## src/rtl/arc4_pkg.sv

```systemverilog
// Shared ARC4 types and constants: the PRGA state encoding, the byte type and
// the printable-ASCII window used by the optional plaintext check.
package arc4_pkg;

    typedef logic [7:0] byte_t;

    typedef enum logic [3:0] {
        IDLE,
        LOAD,
        LEN,
        RD_SI,
        RD_SJ,
        WR_SI,
        WR_SJ,
        RD_PAD,
        WR_PT,
        DONE
    } prga_state_e;

    localparam byte_t ASCII_LO = 8'h20;
    localparam byte_t ASCII_HI = 8'h7E;

    function automatic logic is_ascii(input byte_t b);
        return (b >= ASCII_LO) && (b <= ASCII_HI);
    endfunction

endpackage

```

## src/rtl/prga.sv

```systemverilog
// ARC4 pseudo-random generation / decrypt stage: permutes S in place and writes
// the length-prefixed plaintext. Optional printable check via PRGA_ASCII_CHECK_EN.
module prga
    import arc4_pkg::*;
#(
    parameter int unsigned AW = 8
) (
    input  logic          clk,
    input  logic          rst_n,
    input  logic          en,
    output logic          rdy,
    output logic [AW-1:0] s_addr,
    input  logic [7:0]    s_rddata,
    output logic [7:0]    s_wrdata,
    output logic          s_wren,
    output logic [AW-1:0] ct_addr,
    input  logic [7:0]    ct_rddata,
    output logic [AW-1:0] pt_addr,
    output logic [7:0]    pt_wrdata,
    output logic          pt_wren
`ifdef PRGA_ASCII_CHECK_EN
    ,
    output logic          pt_ok
`endif
);

    prga_state_e state_q, state_d;
    byte_t       i_q, i_d;
    byte_t       j_q, j_d;
    byte_t       k_q, k_d;
    byte_t       len_q, len_d;
    byte_t       si_q, si_d;
    byte_t       sj_q, sj_d;
    byte_t       ct_byte_q, ct_byte_d;
    byte_t       jn;
    byte_t       pt_byte;
`ifdef PRGA_ASCII_CHECK_EN
    logic        pt_ok_q, pt_ok_d;

    assign pt_ok = pt_ok_q;
`endif

    // State and datapath registers.
    always_ff @(posedge clk) begin
        if (!rst_n) begin
            state_q   <= IDLE;
            i_q       <= '0;
            j_q       <= '0;
            k_q       <= '0;
            len_q     <= '0;
            si_q      <= '0;
            sj_q      <= '0;
            ct_byte_q <= '0;
`ifdef PRGA_ASCII_CHECK_EN
            pt_ok_q   <= 1'b0;
`endif
        end else begin
            state_q   <= state_d;
            i_q       <= i_d;
            j_q       <= j_d;
            k_q       <= k_d;
            len_q     <= len_d;
            si_q      <= si_d;
            sj_q      <= sj_d;
            ct_byte_q <= ct_byte_d;
`ifdef PRGA_ASCII_CHECK_EN
            pt_ok_q   <= pt_ok_d;
`endif
        end
    end

    // Next state, datapath updates and memory port drives.
    always_comb begin
        state_d   = state_q;
        i_d       = i_q;
        j_d       = j_q;
        k_d       = k_q;
        len_d     = len_q;
        si_d      = si_q;
        sj_d      = sj_q;
        ct_byte_d = ct_byte_q;
`ifdef PRGA_ASCII_CHECK_EN
        pt_ok_d   = pt_ok_q;
`endif
        jn        = '0;
        pt_byte   = '0;
        rdy       = 1'b0;
        s_addr    = '0;
        s_wrdata  = '0;
        s_wren    = 1'b0;
        ct_addr   = '0;
        pt_addr   = '0;
        pt_wrdata = '0;
        pt_wren   = 1'b0;

        case (state_q)
            IDLE: begin
                rdy = 1'b1;
                if (en) begin
                    state_d = LOAD;
`ifdef PRGA_ASCII_CHECK_EN
                    pt_ok_d = 1'b0;
`endif
                end
            end
            LOAD: begin
                ct_addr = '0;
                state_d = LEN;
            end
            LEN: begin
                len_d     = ct_rddata;
                pt_addr   = '0;
                pt_wrdata = ct_rddata;
                pt_wren   = 1'b1;
                i_d       = 8'd1;
                j_d       = 8'd0;
                k_d       = 8'd1;
`ifdef PRGA_ASCII_CHECK_EN
                pt_ok_d   = 1'b1;
`endif
                state_d   = (ct_rddata == 8'd0) ? DONE : RD_SI;
            end
            RD_SI: begin
                s_addr  = AW'(i_q);
                ct_addr = AW'(k_q);
                state_d = RD_SJ;
            end
            RD_SJ: begin
                si_d      = s_rddata;
                ct_byte_d = ct_rddata;
                jn        = j_q + s_rddata;
                s_addr    = AW'(jn);
                j_d       = jn;
                state_d   = WR_SI;
            end
            WR_SI: begin
                // s_rddata is S[j]; latch it so a later i==j overlap never re-reads.
                sj_d     = s_rddata;
                s_addr   = AW'(i_q);
                s_wrdata = s_rddata;
                s_wren   = 1'b1;
                state_d  = WR_SJ;
            end
            WR_SJ: begin
                s_addr   = AW'(j_q);
                s_wrdata = si_q;
                s_wren   = 1'b1;
                state_d  = RD_PAD;
            end
            RD_PAD: begin
                s_addr  = AW'(byte_t'(si_q + sj_q));
                state_d = WR_PT;
            end
            WR_PT: begin
                pt_byte   = s_rddata ^ ct_byte_q;
                pt_addr   = AW'(k_q);
                pt_wrdata = pt_byte;
                pt_wren   = 1'b1;
`ifdef PRGA_ASCII_CHECK_EN
                if (!is_ascii(pt_byte)) pt_ok_d = 1'b0;
`endif
                if (k_q == len_q) begin
                    state_d = DONE;
                end else begin
                    k_d     = k_q + 8'd1;
                    i_d     = i_q + 8'd1;
                    state_d = RD_SI;
                end
            end
            DONE: begin
                state_d = IDLE;
            end
            default: begin
                state_d = IDLE;
            end
        endcase
    end

endmodule

```

## config.mk

```make
export PLATFORM = sky130hd
export DESIGN_NAME = prga
export DESIGN_NICKNAME = d
export VERILOG_FILES = /design/src/rtl/arc4_pkg.sv /design/src/rtl/prga.sv
export SDC_FILE = /design/constraint.sdc
export NUM_CORES = 1
export LEC_CHECK = 0
export BUFFER_PORTS_ARGS = -buffer_cell sky130_fd_sc_hd__buf_2
export CORE_MARGIN = 2
export CORE_UTILIZATION = 51
export DETAILED_ROUTE_END_ITERATION = 16
export PLACE_DENSITY = 0.87
export SLEW_MARGIN = 10
export SYNTH_ARGS = -nofsm -noshare
export SYNTH_HDL_FRONTEND = slang
export SYNTH_SLANG_ARGS = --single-unit
```

## constraint.sdc

```tcl
create_clock -name clk -period 1.8 [get_ports clk]
set_clock_uncertainty 0.1 [all_clocks]
set_input_delay 0.09 -clock clk [delete_from_list [all_inputs] [get_ports clk]]
set_output_delay 0.09 -clock clk [all_outputs]
set_load 0.02 [all_outputs]
```

==> results of run 1 <==
[layout make-up]
type,instances,area [sq um]
Multi-Input combinational cell,384,3180
Timing Repair Buffer,193,1740
Sequential cell,60,1230
Fill cell,273,729
Clock buffer,9,124
Tap cell,99,124
Clock inverter,7,52.6
Inverter,6,22.5
Antenna cell,1,2.50
[critical path, delay by kind of cell (launching register included)]
kind	cells	cell delay, ps
AND/OR/NAND/NOR	2	560
AO/OA/AOI/OAI	3	460
flip-flops	1	330
buffers and inverters	2	280
multiplexers	1	280
adder cells (fa/ha/maj)	1	220
[path summary, 6_finish.rpt]
check,end,slack (ps),cells past startpoint
max reg2reg,i_q[4]$_SDFFE_PN0P_,-650,8
max,s_addr[7],-880,9
min reg2reg,sj_q[5]$_SDFFE_PN0N_,380,2
min,state_q[0]$_SDFFE_PN0P_,6,3
[what timing repair did]
action	4_1_cts	5_1_grt
cloned	4	0
setup endpoints to repair	65	71
resized for setup	202	108
hold buffers	8	0
endpoints found under the hold margin	17	0
pin swaps	44	56
setup buffers	18	26
[sequential cells by signal, indices dropped and copies added, names as in the netlist]
signal     count
j_q            8
sj_q           8
si_q           8
i_q            8
k_q            8
state_q        4
ct_byte_q      8
len_q          8
[metrics by stage]
step           cell area [sq um]  utilization  hold slack (ps)
2_1_floorplan               3860            -              127
3_3_place_gp                4780        0.663              275
3_5_place_dp                4780        0.663              284
4_1_cts                     5950        0.824             24.9
5_1_grt                     6480        0.899             19.7
6_report                    6480        0.899             6.47
[cell families after synthesis]
| family | after synthesis | synth area share |
|---|---|---|
| and+or+nand+nor | 220 | 0.285 |
| muxes | 5 | 0.0136 |
| buffers and inverters | 31 | 0.0379 |
| DFF | 60 | 0.319 |
| xor gates and xnor gates | 39 | 0.0908 |
| AOI/OAI and AO/OA | 101 | 0.189 |
| adders and majority gates | 18 | 0.0639 |
[per-layer routing]
layer  vias up  wire length (um)  global-route usage  share of wire
met2       551              9120               0.690           0.44
met5         -                 0                   0              0
met1      2422              6690               0.452           0.33
li1       2002                 -                   -              -
met4         0              2400               0.310           0.12
met3       239              2330               0.101           0.11
[placed cells by master (no fill, tap or decap), drive strengths merged, types with 6 or more instances in the layout]
master,netlist,layout
xnor2,22,22
dlygate4sd3,0,8
and3,7,7
o21ai,22,22
inv,6,7
nor2b,6,6
buf,7,185
nand4,8,8
nand2,112,112
nand3,9,9
dfxtp,60,60
ha,16,16
nor2,25,25
a21boi,39,39
xor2,17,17
clkbuf,18,9
nor3,6,6
and2,20,20
a21oi,9,9
[where the power goes]
| part | switching [mW] | total [mW] | internal [mW] |
|---|---|---|---|
| Sequential | 0.0243 | 1.36 | 1.34 |
| Clock | 0.676 | 1.18 | 0.503 |
| Combinational | 0.384 | 0.677 | 0.294 |
==> impl_metrics.yaml, run 1 <==
run_status:
  run_status: "finished with violations"
  violations: "negative setup slack"
global_route:
  pin_count_of_the_biggest_net_entering_global_routing: 27
  track_usage: 0.412
  first_global_vias: 4784
  gr-total-overflow: 0
  grt_pass1_wl_um: 25900
  initial_antenna_violation_count: 1
floorplan:
  rows: 31
  initial_utilization: 0.521
  pin_count: 62
  die_area_sq_um: 8080
  die_h_um: 89.9
  core_area_sq_um: 7210
  die-width_um: 89.9
synthesis:
  synth.most_common_cell: "sky130_fd_sc_hd__nand2_1"
  yosys_warnings: 0
  synth_top_flop_cell: "sky130_fd_sc_hd__dfxtp_1"
  synth.top_cell.area_share: 0.319
  synthesis.area_sq_um: 3760
  synthArstFlopShare: 0
  synth.cells.most_frequent: "111 x sky130_fd_sc_hd__nand2_1, 60 x sky130_fd_sc_hd__dfxtp_1, 37 x sky130_fd_sc_hd__a21boi_0, 25 x sky130_fd_sc_hd__nor2_1"
  syn_avg_cell_area_sq_um: 7.93
  number_of_enable_flip_flop_cells_after_synthesis: 0
  yosys-top-cells-area: "sky130_fd_sc_hd__dfxtp_1 32%, sky130_fd_sc_hd__nand2_1 11%, sky130_fd_sc_hd__a21boi_0 7.4%"
  yosysSeqAreaShare: 0.319
  syn_nets: 511
  netlist-cell-type-count: 52
  synth.ff_latch_count: 60
  syn_inst: 474
  netlist.top_cell.by_area: "sky130_fd_sc_hd__dfxtp_1"
setup_path:
  timing.setup.critical_path_class: "reg2out"
  timing.critical_path.slowest_cell_delay_ps: 450
  timing.critical_path.cells: "buf_4 > ha_4 > a211oi_4 > nor2_1 > or4_1 > o2111ai_2 > mux2i_1 > o21bai_2 > buf_6"
  highest_delay_cell_along_the_critical_path: "sky130_fd_sc_hd__or4_1"
  timing.critical_path.arrival_ps: 2490
  cp-start-kind: "flop"
  critical_path_required_ps: 1610
  cp-startpoint: "si_q[1]$_SDFFE_PN0P_"
  critical_path_peak_fanout: 2
  r2r-start: "state_q[0]$_SDFFE_PN0P_"
  timing.critical_path.to_type: "output port"
placed_design:
  post-place-cells: 691
  dp_hpwl_um: 8200
  finalWeightedCongestion: 0.900
  placement.setup.worst_slack_ps: -335
  place.port_buffers: 61
cts:
  cts_inserted_buffers: 9
  cts-root-buf: "sky130_fd_sc_hd__clkbuf_8"
  cts.path.max_buffers: 2
  clk-insertion-delay-late_ps: 390
  numClockSinks: 60
  clk_transition_reported_paths_ps: 80
  tritoncts: "yes"
  htree_levels: 3
timing:
  hold_viol_final: 0
  setup_viol_count_final: 73
  grt_setup_unrepaired: "true"
  setup_ws_ps: -884
  timing.setup.tns_ps: -23830
  timing_max_transition_violations_final: 0
  post-route-period-util: 1.49
  relSlewSlack: 0.652
  final_period_minus_worst_setup_slack_ps: 2680
  tightestPinTransition_ps: 517
  fmaxAchievable_mhz: 373
cells_and_area:
  finish.net_count: 691
  synthToLayoutAreaGrowth_pct: 72.4
  stdcell_count: 759
  drive_gt1_frac: 0.536
pwr:
  worst_ir_drop_on_vdd_mv: 0.725
  p_total_mw: 3.22
  leakage_nw: 2.74
  cellPowerDensity_nw_per_um2: 496
drt:
  routedWlPerCell_um: 27.1
  detail_route.iter0.violations: 830
  num_vias: 5214
  detail_route.wirelength_um: 20500
  drcViolationCount: 0
  ant_nets: 0
  drtPass1Iterations: 6
  route.detailed.vias_per_inst: 6.87
flow_run:
  max_cap_viol_count: 0
min_path:
  holdCritPathClass: "in2reg"
  min_from: "en"
(Power assumes the default switching activity.)
==> run 2: changes to the inputs <==
- CORE_ASPECT_RATIO: not set -> 2
- CORE_MARGIN: 2 -> not set
==> run 2 against run 1 <==
Net effect: the flow still finishes with violations (negative setup slack); clock power grew 73%; die area down 4.1%; clock-buffer cell count unchanged; non-clock buffer count decreased by 1; critical path type unchanged; largest cell class unchanged.
==> impl_metrics.yaml, run 2 (same netlist as run 1, synthesis figures left out) <==
setup_path:
  timing.critical_path.arrival_ps: 2570
  timing.critical_path.to_type: "output port"
  cp-start-kind: "flop"
  highest_delay_cell_along_the_critical_path: "sky130_fd_sc_hd__ha_1"
  timing.critical_path.cells: "ha_1 > nor3_1 > nor2_1 > a21oi_1 > a21oi_1 > o21ai_0 > o21bai_2 > buf_6"
  critPathTopFamily: "compound AO/OA/AOI/OAI gates"
  timing.critical_path.slowest_cell_delay_ps: 380
  timing.setup.critical_path_class: "reg2out"
  critical_path_peak_fanout: 6
  critical_path_required_ps: 1610
  critPathMostFrequentCell: "sky130_fd_sc_hd__a21oi_1"
  worstPathBufferInverterCount: 1
cts:
  cts-root-buf: "sky130_fd_sc_hd__clkbuf_16"
  cts_inserted_buffers: 9
  tritoncts: "yes"
  clk-insertion-delay-late_ps: 350
  numClockSinks: 60
  clk_transition_reported_paths_ps: 50
  cts.path.max_buffers: 2
  htree_levels: 3
timing:
  hold_viol_final: 0
  relSlewSlack: 0.564
  setup_ws_ps: -964
  fmaxAchievable_mhz: 362
  tightestPinTransition_ps: 648
  setup_viol_count_final: 66
  grt_setup_unrepaired: "true"
  final_period_minus_worst_setup_slack_ps: 2760
  timing_max_transition_violations_final: 0
  post-route-period-util: 1.54
global_route:
  track_usage: 0.452
  pin_count_of_the_biggest_net_entering_global_routing: 30
  initial_antenna_violation_count: 0
  gr-total-overflow: 0
  first_global_vias: 4796
  grt_pass1_wl_um: 25900
drt:
  drcViolationCount: 0
  route.detailed.vias_per_inst: 6.90
  drtPass1Iterations: 6
  ant_nets: 0
  detail_route.wirelength_um: 21400
  routedWlPerCell_um: 28.6
  detail_route.iter0.violations: 706
  num_vias: 5168
floorplan:
  initial_utilization: 0.522
  die_area_sq_um: 7740
  rows: 44
  die-width_um: 62.7
  die_h_um: 123
  pin_count: 62
  core_area_sq_um: 7210
run_status:
  violations: "negative setup slack"
  run_status: "finished with violations"
cells_and_area:
  diodes: 0
  stdcell_count: 749
  layout.cells.most_common: "sky130_fd_sc_hd__buf_4"
  finish.net_count: 689
  synthToLayoutAreaGrowth_pct: 74.6
  drive_gt1_frac: 0.508
  final_cell_mix: "90 x sky130_fd_sc_hd__buf_4, 85 x sky130_fd_sc_hd__nand2_1, 70 x sky130_fd_sc_hd__buf_6"
placed_design:
  place.port_buffers: 61
  finalWeightedCongestion: 1.00
  dp_hpwl_um: 8990
  post-place-cells: 687
pwr:
  p_total_mw: 4.07
  cellPowerDensity_nw_per_um2: 620
  leakage_nw: 2.75
  worst_ir_drop_on_vdd_mv: 1.10
min_path:
  holdCritPathClass: "in2reg"
flow_run:
  max_cap_viol_count: 0
==> run 2: cell types whose count changed in the layout (fill, tap and decap cells not counted), moves of 5 or more <==
cell                        before  now
sky130_fd_sc_hd__a21boi_0       22   32
sky130_fd_sc_hd__clkbuf_8        9    0
sky130_fd_sc_hd__clkbuf_16       0    9
sky130_fd_sc_hd__o21ai_2         6    1
sky130_fd_sc_hd__a21boi_1       13    4
==> run 2: final timing paths <==
kind / start / endpoint / slack (ps) / depth (start not counted)
worst min register to register: ct_byte_q[4]$_SDFFE_PN0P_ / ct_byte_q[4]$_SDFFE_PN0P_ / 390 / 2
worst min-delay path: s_rddata[7] / si_q[7]$_SDFFE_PN0P_ / 60 / 3
worst max-delay path: j_q[5]$_SDFFE_PN0P_ / s_addr[7] / -960 / 8
worst max register to register: state_q[2]$_SDFFE_PN0P_ / k_q[2]$_SDFFE_PN0P_ / -430 / 9
==> run 2: stage by stage <==
stage          instance area, sq um  worst slack, ps  setup TNS (ps)  hold slack (ps)  utilization
2_1_floorplan                  3860             -146           -1220              127            -
3_3_place_gp                   4790             -328           -3360              267        0.665
3_5_place_dp                   4790             -342           -4260              270        0.665
4_1_cts                        6090             -699          -11740             52.3        0.844
5_1_grt                        6570            -1070          -22270             90.0        0.911
6_report                       6570             -964          -20350             56.7        0.911
==> run 2: power breakdown <==
part           total, mW  switching (mW)  internal [mW]  leakage, nW
Combinational      0.660           0.374          0.286         2.10
Sequential          1.37          0.0280           1.34        0.492
Clock               2.04           0.691           1.35        0.161
Total               4.07            1.09           2.98         2.75
==> run 2: tightest hold or removal path, delay by kind of cell <==
kind | cells | cell delay [ps]
compound gates | 1 | 70
buf+inv | 1 | 200
simple gates | 1 | 90
==> run 2: per-layer routing <==
layer  share of wire  track usage  vias to the layer above
li1                -            -                     1985
met1            0.29        0.471                     2368
met2            0.47        0.771                      556
met3            0.11       0.0941                      259
met4            0.13        0.379                        0
met5               0            0                        -
==> run 2: cell type report <==
| type | count | area (sq um) |
|---|---|---|
| clock buffers | 9 | 225 |
| clock inverters | 7 | 115 |
| fillers | 250 | 644 |
| inverters | 6 | 22.5 |
| multi-input cells | 383 | 3120 |
| flip-flops and latches | 60 | 1230 |
| well taps | 92 | 115 |
| repair buffers | 192 | 1740 |
==> run 2: what timing repair did <==
| item | 4_1_cts | 5_1_grt |
|---|---|---|
| buffers inserted | 15 | 25 |
| resized for setup | 199 | 86 |
| cloned | 3 | 0 |
| pin swaps | 54 | 53 |
| hold buffers | 8 | 0 |
| endpoints found under the hold margin | 10 | 0 |
| endpoints found under the setup margin | 64 | 68 |
==> run 3: changes to the inputs <==
- CORE_UTILIZATION: 51 -> 61
- PLACE_DENSITY: 0.87 -> 0.95
- clock period: 1.8 -> 3.5 ns (I/O delays scaled with it)
==> run 3 against run 2 <==
Net effect: the run ends with design-rule violations left; global-route usage decreased by 11 points; first-iteration DRC count fell by 70%; final area down 33%; sequential power decreased by 48%; via count is 28% lower; worst hold slack got worse by 29 ps; routed wire length down 52%; largest power group unchanged; highest routed layer unchanged.
==> impl_metrics.yaml, run 3 (same netlist as run 1, synthesis figures left out) <==
drt:
  drcViolationCount: 8
  route.detailed.vias_per_inst: 6.25
  ant_nets: 0
  routedWlPerCell_um: 17.3
  num_vias: 3711
  detail_route.wirelength_um: 10300
  drtPass1Iterations: 11
  detail_route.iter0.violations: 214
setup_path:
  cp-start-kind: "flop"
  cp-startpoint: "state_q[2]$_SDFFE_PN0P_"
  timing.setup.critical_path_class: "reg2out"
  worst-r2r-setup-slack_ps: 960
  critical_path_peak_fanout: 17
  timing.critical_path.arrival_ps: 2630
  timing.rr.end: "k_q[6]$_SDFFE_PN0P_"
  critical_path_required_ps: 3220
  timing.critical_path.to_type: "output port"
  r2r-start: "state_q[1]$_SDFFE_PN0P_"
  r2r_cells: 6
cells_and_area:
  layout.cells.most_common: "sky130_fd_sc_hd__nand2_1"
  synthToLayoutAreaGrowth_pct: 17.0
  postLayoutCoreUtil: 0.739
  stdcell_count: 594
  drive_gt1_frac: 0.173
  final_cell_mix: "111 x sky130_fd_sc_hd__nand2_1, 61 x sky130_fd_sc_hd__buf_2, 60 x sky130_fd_sc_hd__dfxtp_1"
  post-route-cell-area_sq_um: 4400
  diodes: 0
  finish.net_count: 563
timing:
  hold_viol_final: 0
  setup_ws_ps: 591
  post-route-period-util: 0.831
  final_period_minus_worst_setup_slack_ps: 2910
  fmaxAchievable_mhz: 344
  tightestPinTransition_ps: 749
  grt_setup_unrepaired: "false"
  timing_max_transition_violations_final: 0
  finalHoldWorstSlack_ps: 27.3
  setup_viol_count_final: 0
  relSlewSlack: 0.500
  timing.setup.tns_ps: 0
placed_design:
  post-place-cells: 578
  placement.setup.worst_slack_ps: 971
  place.port_buffers: 61
  dp_hpwl_um: 7470
  finalWeightedCongestion: 0.977
  postPlaceCellArea_sq_um: 4060
min_path:
  min_from: "ct_rddata[1]"
  whs_endpoint: "ct_byte_q[1]$_SDFFE_PN0P_"
  min_delay_path_depth: 3
  holdCritPathClass: "in2reg"
global_route:
  pin_count_of_the_biggest_net_entering_global_routing: 50
  grt_pass1_wl_um: 16800
  initial_antenna_violation_count: 0
  gr-total-overflow: 0
  track_usage: 0.342
  first_global_vias: 3652
cts:
  cts-root-buf: "sky130_fd_sc_hd__clkbuf_16"
  htree_levels: 3
  clk_transition_reported_paths_ps: 50
  tritoncts: "yes"
  numClockSinks: 60
  cts_resized: 0
  cts_inserted_buffers: 9
  clk-insertion-delay-late_ps: 340
  cts_hold_buffers_added: 0
  cts_post_setup_buffers_inserted: 0
  cts.path.max_buffers: 2
run_status:
  run_status: "finished with violations"
  violations: "design-rule violations"
floorplan:
  core_area_sq_um: 5960
  pin_count: 62
  rows: 40
  initial_utilization: 0.632
  die-width_um: 57.5
  die_h_um: 113
  die_area_sq_um: 6500
pwr:
  leakage_nw: 1.86
  p_total_mw: 1.86
  worst_ir_drop_on_vdd_mv: 0.375
  cellPowerDensity_nw_per_um2: 422
flow_run:
  max_cap_viol_count: 0
run 3: cell count changes in the layout (fill, tap and decap cells not counted), moves of 12 or more:
cell and delta:
sky130_fd_sc_hd__and2_1 +13, sky130_fd_sc_hd__and2_4 -13, sky130_fd_sc_hd__buf_2 +42, sky130_fd_sc_hd__buf_4 -85
sky130_fd_sc_hd__buf_6 -70, sky130_fd_sc_hd__dfxtp_1 +14, sky130_fd_sc_hd__nand2_1 +26, sky130_fd_sc_hd__nand2_2 -14
sky130_fd_sc_hd__nand2_4 -12, sky130_fd_sc_hd__o21ai_0 +16
run 3: worst max-delay path, cell delays in order (launching register included):
cell and delay, ps:
sky130_fd_sc_hd__dfxtp_1 690, sky130_fd_sc_hd__nor4b_4 620, sky130_fd_sc_hd__nand3b_1 120, sky130_fd_sc_hd__or3_1 310, sky130_fd_sc_hd__and3_1 200, sky130_fd_sc_hd__o211ai_1 140, sky130_fd_sc_hd__buf_2 210
run 3: worst max path at each step:
stage | endpoint | cells after the start
finish | s_addr[6] | 6
global placement | s_addr[6] | 6
global route | s_addr[6] | 6
detailed placement | s_addr[6] | 6
floorplan | s_addr[7] | 7
CTS | s_addr[6] | 6
run 3: area by class of cell:
type / count / area [sq um]
Multi-Input combinational cell: 383 / 2420
Timing Repair Buffer: 66 / 343
Sequential cell: 60 / 1200
Inverter: 6 / 22.5
Fill cell: 441 / 1560
Clock inverter: 3 / 67.6
Clock buffer: 13 / 270
Tap cell: 63 / 78.8
run 3: routing by layer:
layer  track usage  routed length (um)  up-vias
met5             0                   0        -
met4         0.281                 651        0
met3        0.0697                 679       55
met2         0.595                5380      176
met1         0.335                3550     1740
li1              -                   -     1740
run 3: power breakdown:
part	internal, mW	switching (mW)	leakage [nW]
logic	0.0572	0.0933	1.21
registers	0.694	0.0181	0.484
clock network	0.681	0.314	0.162
total	1.43	0.426	1.86
